**config.mk**
```make
export PLATFORM = sky130hd
export DESIGN_NAME = dcache_port_arbiter_flat
export DESIGN_NICKNAME = d
export VERILOG_FILES = /design/src/rtl/dcache_arb_pkg.sv /design/src/rtl/dcache_port_arbiter_if.sv /design/src/rtl/dcache_arb_tag_fifo.sv /design/src/rtl/dcache_port_arbiter.sv /design/src/flat_wrapper.sv
export SDC_FILE = /design/constraint.sdc
export NUM_CORES = 1
export LEC_CHECK = 0
export BUFFER_PORTS_ARGS = -buffer_cell sky130_fd_sc_hd__buf_2
export CORE_AREA = 5 5 122 124
export CTS_CLUSTER_SIZE = 30
export DETAILED_ROUTE_END_ITERATION = 7
export DIE_AREA = 0 0 127 129
export PLACE_DENSITY_LB_ADDON = 0.08
export SLEW_MARGIN = 20
export SYNTH_ARGS = -nofsm -noshare
export SYNTH_HDL_FRONTEND = slang
export SYNTH_SLANG_ARGS = --single-unit
```
**constraint.sdc**
```tcl
create_clock -name aclk -period 2.1 [get_ports aclk]
set_clock_uncertainty 0.15 [all_clocks]
set_input_delay 0.105 -clock aclk [delete_from_list [all_inputs] [get_ports aclk]]
set_output_delay 0.105 -clock aclk [all_outputs]
set_load 0.01 [all_outputs]
```
**src/rtl/dcache_arb_pkg.sv**
```systemverilog
// rtl/dcache_arb_pkg.sv - shared types and constants for the dcache port arbiter
package dcache_arb_pkg;

  typedef enum logic {
    LANE0 = 1'b0,
    LANE1 = 1'b1
  } lane_e;

  typedef struct packed {
    lane_e lane;
    logic  drop;
  } tag_entry_t;

  localparam logic OP_READ  = 1'b0;
  localparam logic OP_WRITE = 1'b1;

endpackage

```
**src/rtl/dcache_port_arbiter_if.sv**
```systemverilog
// rtl/dcache_port_arbiter_if.sv - lane request/response and dcache port bundle
interface dcache_port_arbiter_if #(
  parameter int ADDR_W = 32,
  parameter int DATA_W = 32
);
  localparam int STRB_W = DATA_W / 8;

  logic              req0_valid;
  logic              req0_op;
  logic [ADDR_W-1:0] req0_addr;
  logic              req0_uncached;
  logic [STRB_W-1:0] req0_wstrb;
  logic [DATA_W-1:0] req0_wdata;
  logic              req0_ready;

  logic              req1_valid;
  logic              req1_op;
  logic [ADDR_W-1:0] req1_addr;
  logic              req1_uncached;
  logic [STRB_W-1:0] req1_wstrb;
  logic [DATA_W-1:0] req1_wdata;
  logic              req1_ready;

  logic              resp0_valid;
  logic [DATA_W-1:0] resp0_rdata;
  logic              resp1_valid;
  logic [DATA_W-1:0] resp1_rdata;

  logic              dc_valid;
  logic              dc_ready;
  logic              dc_op;
  logic [ADDR_W-1:0] dc_addr;
  logic              dc_uncached;
  logic [STRB_W-1:0] dc_awstrb;
  logic [DATA_W-1:0] dc_wdata;
  logic              dc_rvalid;
  logic [DATA_W-1:0] dc_rdata;

  // Arbiter side: takes lane requests and dcache responses, drives the dcache port.
  modport slave (
    input  req0_valid, req0_op, req0_addr, req0_uncached, req0_wstrb, req0_wdata,
    input  req1_valid, req1_op, req1_addr, req1_uncached, req1_wstrb, req1_wdata,
    output req0_ready, req1_ready,
    output resp0_valid, resp0_rdata, resp1_valid, resp1_rdata,
    output dc_valid, dc_op, dc_addr, dc_uncached, dc_awstrb, dc_wdata,
    input  dc_ready, dc_rvalid, dc_rdata
  );

  // Pipeline/dcache side.
  modport master (
    output req0_valid, req0_op, req0_addr, req0_uncached, req0_wstrb, req0_wdata,
    output req1_valid, req1_op, req1_addr, req1_uncached, req1_wstrb, req1_wdata,
    input  req0_ready, req1_ready,
    input  resp0_valid, resp0_rdata, resp1_valid, resp1_rdata,
    input  dc_valid, dc_op, dc_addr, dc_uncached, dc_awstrb, dc_wdata,
    output dc_ready, dc_rvalid, dc_rdata
  );

endinterface

```
**src/rtl/dcache_arb_tag_fifo.sv**
```systemverilog
// rtl/dcache_arb_tag_fifo.sv - in-order tag FIFO of outstanding reads with flush marking
module dcache_arb_tag_fifo
  import dcache_arb_pkg::*;
#(
  parameter  int DEPTH = 2,
  localparam int CNT_W = $clog2(DEPTH + 1)
) (
  input  logic             aclk,
  input  logic             aresetn,
  input  logic             push,
  input  tag_entry_t       push_data,
  input  logic             pop,
  input  logic             flush_mark,
  output tag_entry_t       head,
  output logic [CNT_W-1:0] count,
  output logic             full,
  output logic             empty
);

  localparam int PTR_W = (DEPTH > 1) ? $clog2(DEPTH) : 1;

  tag_entry_t       mem [DEPTH];
  logic [PTR_W-1:0] wr_ptr;
  logic [PTR_W-1:0] rd_ptr;
  logic             push_ok;
  logic             pop_ok;

  assign full    = (count == CNT_W'(DEPTH));
  assign empty   = (count == '0);
  assign head    = mem[rd_ptr];
  // No bypass: a full FIFO refuses a push even when it pops in the same cycle.
  assign push_ok = push & ~full;
  assign pop_ok  = pop & ~empty;

  function automatic logic [PTR_W-1:0] ptr_inc(input logic [PTR_W-1:0] p);
    return (p == PTR_W'(DEPTH - 1)) ? '0 : p + 1'b1;
  endfunction

  // Pointers and occupancy.
  always_ff @(posedge aclk or negedge aresetn) begin
    if (!aresetn) begin
      wr_ptr <= '0;
      rd_ptr <= '0;
      count  <= '0;
    end else begin
      if (push_ok) wr_ptr <= ptr_inc(wr_ptr);
      if (pop_ok)  rd_ptr <= ptr_inc(rd_ptr);
      if (push_ok && !pop_ok)      count <= count + 1'b1;
      else if (pop_ok && !push_ok) count <= count - 1'b1;
    end
  end

  // Entry storage; flush marks every slot so in-flight responses are discarded.
  always_ff @(posedge aclk or negedge aresetn) begin
    if (!aresetn) begin
      for (int i = 0; i < DEPTH; i++) mem[i] <= '{lane: LANE0, drop: 1'b0};
    end else begin
      if (flush_mark) begin
        for (int i = 0; i < DEPTH; i++) mem[i].drop <= 1'b1;
      end
      if (push_ok) mem[wr_ptr] <= push_data;
    end
  end

endmodule

```
**src/rtl/dcache_port_arbiter.sv**
```systemverilog
// rtl/dcache_port_arbiter.sv - fixed-priority two-lane dcache port arbiter (optional DCACHE_ARB_PERF_EN counters)
module dcache_port_arbiter
  import dcache_arb_pkg::*;
#(
  parameter int OUTSTANDING = 2,
  parameter int ADDR_W      = 32,
  parameter int DATA_W      = 32
) (
  input  logic                 aclk,
  input  logic                 aresetn,
  input  logic                 flush,
  output logic                 proto_err,
`ifdef DCACHE_ARB_PERF_EN
  output logic [31:0]          perf_conflict,
  output logic [31:0]          perf_blocked,
`endif
  dcache_port_arbiter_if.slave bus
);

  localparam int STRB_W = DATA_W / 8;
  localparam int CNT_W  = $clog2(OUTSTANDING + 1);

  lane_e            sel;
  logic             any_valid;
  logic             cand_op;
  logic             blocked;
  logic             accept;
  logic             push;
  logic             pop;
  logic             resp_ok;
  tag_entry_t       head;
  logic [CNT_W-1:0] count;
  logic             full;
  logic             empty;

  // Grant: lane 0 is the older instruction and always wins.
  always_comb begin
    any_valid = bus.req0_valid | bus.req1_valid;
    sel       = bus.req0_valid ? LANE0 : LANE1;
    cand_op   = (sel == LANE0) ? bus.req0_op : bus.req1_op;
    blocked   = (cand_op == OP_READ) && full;
    accept    = bus.dc_valid & bus.dc_ready;
    push      = accept & (cand_op == OP_READ);
    pop       = bus.dc_rvalid & ~empty;
    resp_ok   = aresetn & pop & ~head.drop & ~flush;
  end

  // Request forwarding; fields are zeroed when no lane is requesting.
  always_comb begin
    bus.dc_valid    = aresetn & any_valid & ~blocked & ~flush;
    bus.dc_op       = 1'b0;
    bus.dc_addr     = '0;
    bus.dc_uncached = 1'b0;
    bus.dc_awstrb   = '0;
    bus.dc_wdata    = '0;
    if (any_valid) begin
      if (sel == LANE0) begin
        bus.dc_op       = bus.req0_op;
        bus.dc_addr     = bus.req0_addr;
        bus.dc_uncached = bus.req0_uncached;
        bus.dc_awstrb   = bus.req0_wstrb;
        bus.dc_wdata    = bus.req0_wdata;
      end else begin
        bus.dc_op       = bus.req1_op;
        bus.dc_addr     = bus.req1_addr;
        bus.dc_uncached = bus.req1_uncached;
        bus.dc_awstrb   = bus.req1_wstrb;
        bus.dc_wdata    = bus.req1_wdata;
      end
    end
    bus.req0_ready = accept & (sel == LANE0);
    bus.req1_ready = accept & (sel == LANE1);
  end

  // Response routing to the lane recorded at the FIFO head.
  always_comb begin
    bus.resp0_valid = resp_ok & (head.lane == LANE0);
    bus.resp1_valid = resp_ok & (head.lane == LANE1);
    bus.resp0_rdata = bus.resp0_valid ? bus.dc_rdata : '0;
    bus.resp1_rdata = bus.resp1_valid ? bus.dc_rdata : '0;
  end

  dcache_arb_tag_fifo #(
    .DEPTH (OUTSTANDING)
  ) u_tag_fifo (
    .aclk       (aclk),
    .aresetn    (aresetn),
    .push       (push),
    .push_data  ('{lane: sel, drop: 1'b0}),
    .pop        (pop),
    .flush_mark (flush),
    .head       (head),
    .count      (count),
    .full       (full),
    .empty      (empty)
  );

  // Sticky protocol error: read data arrived with nothing outstanding.
  always_ff @(posedge aclk or negedge aresetn) begin
    if (!aresetn)                           proto_err <= 1'b0;
    else if (bus.dc_rvalid && count == '0) proto_err <= 1'b1;
  end

`ifdef DCACHE_ARB_PERF_EN
  // Cycles where both lanes compete, and cycles where a read is held off by a full FIFO.
  always_ff @(posedge aclk or negedge aresetn) begin
    if (!aresetn) begin
      perf_conflict <= '0;
      perf_blocked  <= '0;
    end else begin
      if (bus.req0_valid && bus.req1_valid) perf_conflict <= perf_conflict + 32'd1;
      if (any_valid && blocked)             perf_blocked  <= perf_blocked + 32'd1;
    end
  end
`endif

endmodule

```
**src/flat_wrapper.sv**
```systemverilog
// flat-port wrapper written by rule: the top's interface ports become plain ports
module dcache_port_arbiter_flat import dcache_arb_pkg::*;
#(
  parameter int OUTSTANDING = 2,
  parameter int ADDR_W      = 32,
  parameter int DATA_W      = 32
)
  (aclk, aresetn, flush, proto_err, bus_req0_valid, bus_req0_op, bus_req0_addr, bus_req0_uncached, bus_req0_wstrb, bus_req0_wdata, bus_req1_valid, bus_req1_op, bus_req1_addr, bus_req1_uncached, bus_req1_wstrb, bus_req1_wdata, bus_req0_ready, bus_req1_ready, bus_resp0_valid, bus_resp0_rdata, bus_resp1_valid, bus_resp1_rdata, bus_dc_valid, bus_dc_op, bus_dc_addr, bus_dc_uncached, bus_dc_awstrb, bus_dc_wdata, bus_dc_ready, bus_dc_rvalid, bus_dc_rdata);
  dcache_port_arbiter_if #(.ADDR_W(ADDR_W), .DATA_W(DATA_W)) bus_i ();
  input  logic aclk;
  input  logic aresetn;
  input  logic flush;
  output logic proto_err;
  input wire logic [$bits(bus_i.req0_valid)-1:0] bus_req0_valid;
  input wire logic [$bits(bus_i.req0_op)-1:0] bus_req0_op;
  input wire logic [$bits(bus_i.req0_addr)-1:0] bus_req0_addr;
  input wire logic [$bits(bus_i.req0_uncached)-1:0] bus_req0_uncached;
  input wire logic [$bits(bus_i.req0_wstrb)-1:0] bus_req0_wstrb;
  input wire logic [$bits(bus_i.req0_wdata)-1:0] bus_req0_wdata;
  input wire logic [$bits(bus_i.req1_valid)-1:0] bus_req1_valid;
  input wire logic [$bits(bus_i.req1_op)-1:0] bus_req1_op;
  input wire logic [$bits(bus_i.req1_addr)-1:0] bus_req1_addr;
  input wire logic [$bits(bus_i.req1_uncached)-1:0] bus_req1_uncached;
  input wire logic [$bits(bus_i.req1_wstrb)-1:0] bus_req1_wstrb;
  input wire logic [$bits(bus_i.req1_wdata)-1:0] bus_req1_wdata;
  output wire logic [$bits(bus_i.req0_ready)-1:0] bus_req0_ready;
  output wire logic [$bits(bus_i.req1_ready)-1:0] bus_req1_ready;
  output wire logic [$bits(bus_i.resp0_valid)-1:0] bus_resp0_valid;
  output wire logic [$bits(bus_i.resp0_rdata)-1:0] bus_resp0_rdata;
  output wire logic [$bits(bus_i.resp1_valid)-1:0] bus_resp1_valid;
  output wire logic [$bits(bus_i.resp1_rdata)-1:0] bus_resp1_rdata;
  output wire logic [$bits(bus_i.dc_valid)-1:0] bus_dc_valid;
  output wire logic [$bits(bus_i.dc_op)-1:0] bus_dc_op;
  output wire logic [$bits(bus_i.dc_addr)-1:0] bus_dc_addr;
  output wire logic [$bits(bus_i.dc_uncached)-1:0] bus_dc_uncached;
  output wire logic [$bits(bus_i.dc_awstrb)-1:0] bus_dc_awstrb;
  output wire logic [$bits(bus_i.dc_wdata)-1:0] bus_dc_wdata;
  input wire logic [$bits(bus_i.dc_ready)-1:0] bus_dc_ready;
  input wire logic [$bits(bus_i.dc_rvalid)-1:0] bus_dc_rvalid;
  input wire logic [$bits(bus_i.dc_rdata)-1:0] bus_dc_rdata;
  assign bus_i.req0_valid = bus_req0_valid;
  assign bus_i.req0_op = bus_req0_op;
  assign bus_i.req0_addr = bus_req0_addr;
  assign bus_i.req0_uncached = bus_req0_uncached;
  assign bus_i.req0_wstrb = bus_req0_wstrb;
  assign bus_i.req0_wdata = bus_req0_wdata;
  assign bus_i.req1_valid = bus_req1_valid;
  assign bus_i.req1_op = bus_req1_op;
  assign bus_i.req1_addr = bus_req1_addr;
  assign bus_i.req1_uncached = bus_req1_uncached;
  assign bus_i.req1_wstrb = bus_req1_wstrb;
  assign bus_i.req1_wdata = bus_req1_wdata;
  assign bus_req0_ready = bus_i.req0_ready;
  assign bus_req1_ready = bus_i.req1_ready;
  assign bus_resp0_valid = bus_i.resp0_valid;
  assign bus_resp0_rdata = bus_i.resp0_rdata;
  assign bus_resp1_valid = bus_i.resp1_valid;
  assign bus_resp1_rdata = bus_i.resp1_rdata;
  assign bus_dc_valid = bus_i.dc_valid;
  assign bus_dc_op = bus_i.dc_op;
  assign bus_dc_addr = bus_i.dc_addr;
  assign bus_dc_uncached = bus_i.dc_uncached;
  assign bus_dc_awstrb = bus_i.dc_awstrb;
  assign bus_dc_wdata = bus_i.dc_wdata;
  assign bus_i.dc_ready = bus_dc_ready;
  assign bus_i.dc_rvalid = bus_dc_rvalid;
  assign bus_i.dc_rdata = bus_dc_rdata;
  dcache_port_arbiter #(.OUTSTANDING(OUTSTANDING), .ADDR_W(ADDR_W), .DATA_W(DATA_W)) u_core (.aclk(aclk), .aresetn(aresetn), .flush(flush), .proto_err(proto_err), .bus(bus_i));
endmodule
```
==> results_dict.tcl <==
set metrics [dict create \
    dieHeight_um 129 \
    syn-num-nets 530 \
    vias 3363 \
    max_stage_delay_ps 400 \
    dieArea_um2 16380 \
    fmaxAchievable_mhz 476.5 \
    seqPwrFrac_pct 23.4 \
    row_count 43 \
    fin_ws_ps 1.342 \
    dp_hpwl_mm 9.880 \
    start_util_pct 14.01 \
    cts_max_level 1 \
    grt_max_degree 144 \
    combPwrFrac_pct 51.8 \
    syn_avg_cell_area_um2 5.470 \
    drt_iter0_markers 93 \
    die_w_um 127 \
    synthCells 350 \
    fillCellCount 1563 \
    ys_ff_latch 9 \
    synth_edf_count 0 \
    dp.cells 824 \
    multiInputGateArea_um2 1578 \
    grt-ovfl-total 0 \
    final_layout_size_suffix_gt1_share_pct 52.21 \
    io_buffers 318 \
    cp_max_fo 17 \
    ir_worst_vdd_mv 0.2675 \
    io_pins 319 \
    core_um2 13670 \
    clk_path_buf_depth 2 \
    hold_class "in -> reg" \
    synthArstFlopShare_pct 100.0 \
    viasPerCell 4.028 \
    root_buffer "clkbuf_16" \
    clock-sinks 9 \
    cp.arrival_ps 1840 \
    tritoncts "done" \
    setup_viol 0 \
    pre_cts_ws_ps 200.3 \
    seqCellArea_um2 225.2 \
    crit_chain "or3_4 > a211oi_4 > buf_4 > buf_12 > and2_1 > buf_2" \
    p_sw_share_pct 38.22 \
    drc_errors 0 \
    ant_nets 0 \
    drt_pass1_iterations 4 \
    crit_buf_inv 3 \
    clk_pin_slew_worst_paths_ps 40 \
    final_nets 836 \
    antenna_found_initial 2 \
    relSlewSlack_pct 51.91 \
    tightest_slew_ps 721.4 \
    status "completed" \
    power.density_nw_per_um2 346.4 \
    crit_type "reg -> out" \
    ys_types 28 \
    rsz0062_at_grt "yes" \
    syn_area_um2 1914 \
    cts_made_buffers 3 \
    timing.hold.ws_ps 209.2 \
    synth-seq-area-share_pct 11.76 \
    p_clk_share_pct 24.8 \
    period_share_pct 99.94 \
    syn_to_final_growth_pct 102.5 \
    synth_flop_cell "dfrtp_1" \
    gr-usage-all-layers_pct 12.58 \
    drv_cap 0 \
    n_antenna_cell 0 \
    drt-total-wl_mm 11.67 \
    power.leakage_uw 0.002311 \
    period_minus_slack_ps 2099 \
    slew_viol_final 0 \
    clk_latency_ps 230 \
    p_int_uw 829.6 \
    crit_family "simple AND/OR/NAND/NOR gates" \
    grt_pass1_vias 3244 \
    synth_warnings 0 \
    final-hold-violation-count 0 \
    wire_per_inst_um 13.98 \
    cp.required_ps 1850 \
    end_kind "output pin" \
    cp-start-kind "flip-flop" \
    stdcell_count 835 \
    gp_congestion 0.8465 \
    p_sw_uw 513.2 \
    worst_path_max_delay_cell "or3_4" \
    grt_pass1_wl_mm 16.65 \
]
## cell families after synthesis
family	share of synthesized area [%]
xor+xnor	2.288
buf+inv	7.189
compound gates	23.66
mux	1.046
simple gates	53.40
fa+ha+maj	0.6535
flops	11.76
## worst min-delay path: stages
cell	delay, ps
buf_4	110
or3b_4	150
a2111oi_2	90
nor2_1	100
## Yosys cell counts, types with 2 or more instances
master / instances / share of area (%)
buf_2: 5 / 1.3
or3b_1: 2 / 0.92
nand2_1: 138 / 27
a211oi_2: 3 / 2.0
clkbuf_1: 23 / 4.5
nand3b_1: 2 / 0.78
mux2i_1: 2 / 1.0
nor2_1: 6 / 1.2
o21ai_0: 71 / 19
nor2b_1: 2 / 0.65
xor2_1: 3 / 1.4
inv_1: 3 / 0.59
xnor2_1: 2 / 0.92
dfrtp_1: 9 / 12
nand2b_1: 3 / 0.98
and2_1: 64 / 21
## path summary, 6_finish.rpt
path | start | end | slack, ps | cells after the start
min | bus_req0_valid | u_core.u_tag_fifo.mem[2] | 210 | 4
min reg2reg | u_core.proto_err | u_core.proto_err | 300 | 1
min in group asynchronous | aresetn | u_core.u_tag_fifo.mem[0] | 290 | 3
max | u_core.u_tag_fifo.mem[2] | bus_resp0_rdata[21] | 1 | 6
max reg2reg | u_core.u_tag_fifo.count[1] | u_core.u_tag_fifo.count[1] | 410 | 6
max in group asynchronous | aresetn | u_core.proto_err | 1230 | 3
## registers in the layout (all words and copies together) (netlist names)
register,count
u_core.proto_err,1
u_core.u_tag_fifo.mem,4
u_core.u_tag_fifo.rd_ptr,1
u_core.u_tag_fifo.count,2
u_core.u_tag_fifo.wr_ptr,1
## cell usage in the layout, fill, tap and decap left out, types with 3 or more instances in the layout
cell type        n
inv_1            3
and2_4           3
buf_2          313
nand2b_1         3
nor2_1           6
nand2_1        138
clkbuf_16        3
xor2_1           3
and2_1          61
buf_12           3
dfrtp_1          9
buf_6            3
o21ai_0         71
buf_4            9
dlygate4sd3_1    3
## power by group through the flow
stage | combinational [uW] | clock (uW) | sequential (uW)
after floorplan | 339 | 0 | 290
after global placement | 674 | 0 | 308
after detailed placement | 674 | 0 | 308
after CTS | 706 | 340 | 306
after global routing | 780 | 355 | 325
final | 696 | 333 | 314
## metrics by stage
step / cell area [um^2] / util [%] / total power, uW / TNS, ps
finish: 3876 / 28.36 / 1343 / 0
global route: 3876 / 28.36 / 1460 / -940.6
CTS: 3867 / 28.30 / 1351 / -523.7
detailed placement: 3690 / 27.00 / 982.7 / 0
global placement: 3690 / 27.00 / 982.2 / 0
floorplan: 1914 / - / 629.2 / 0
## cell type report
type	instances	share of cell area, %
multi-input combinational	308	40.70
clock buffer	4	2.034
inverter	3	0.2905
tap	180	5.810
timing repair buffer	331	45.35
sequential	9	5.810
## layer usage
layer | share of wire [%] | wire length [um] | global-route usage, %
met1 | 33 | 3894 | 12.20
met5 | 0.11 | 13 | 0
met4 | 1.1 | 133 | 3.155
met2 | 54 | 6356 | 25.68
met3 | 11 | 1272 | 3.694
## repair_timing
item | CTS | global route
setup endpoints to repair | 4 | 61
hold buffers | 3 | 0
hold endpoints to repair | 12 | 0
pin swaps | 11 | 3
gates resized for setup | 6 | 7
cloned | 1 | 0
setup buffers | 3 | 1
No activity file was read; power rests on OpenSTA's default activity.
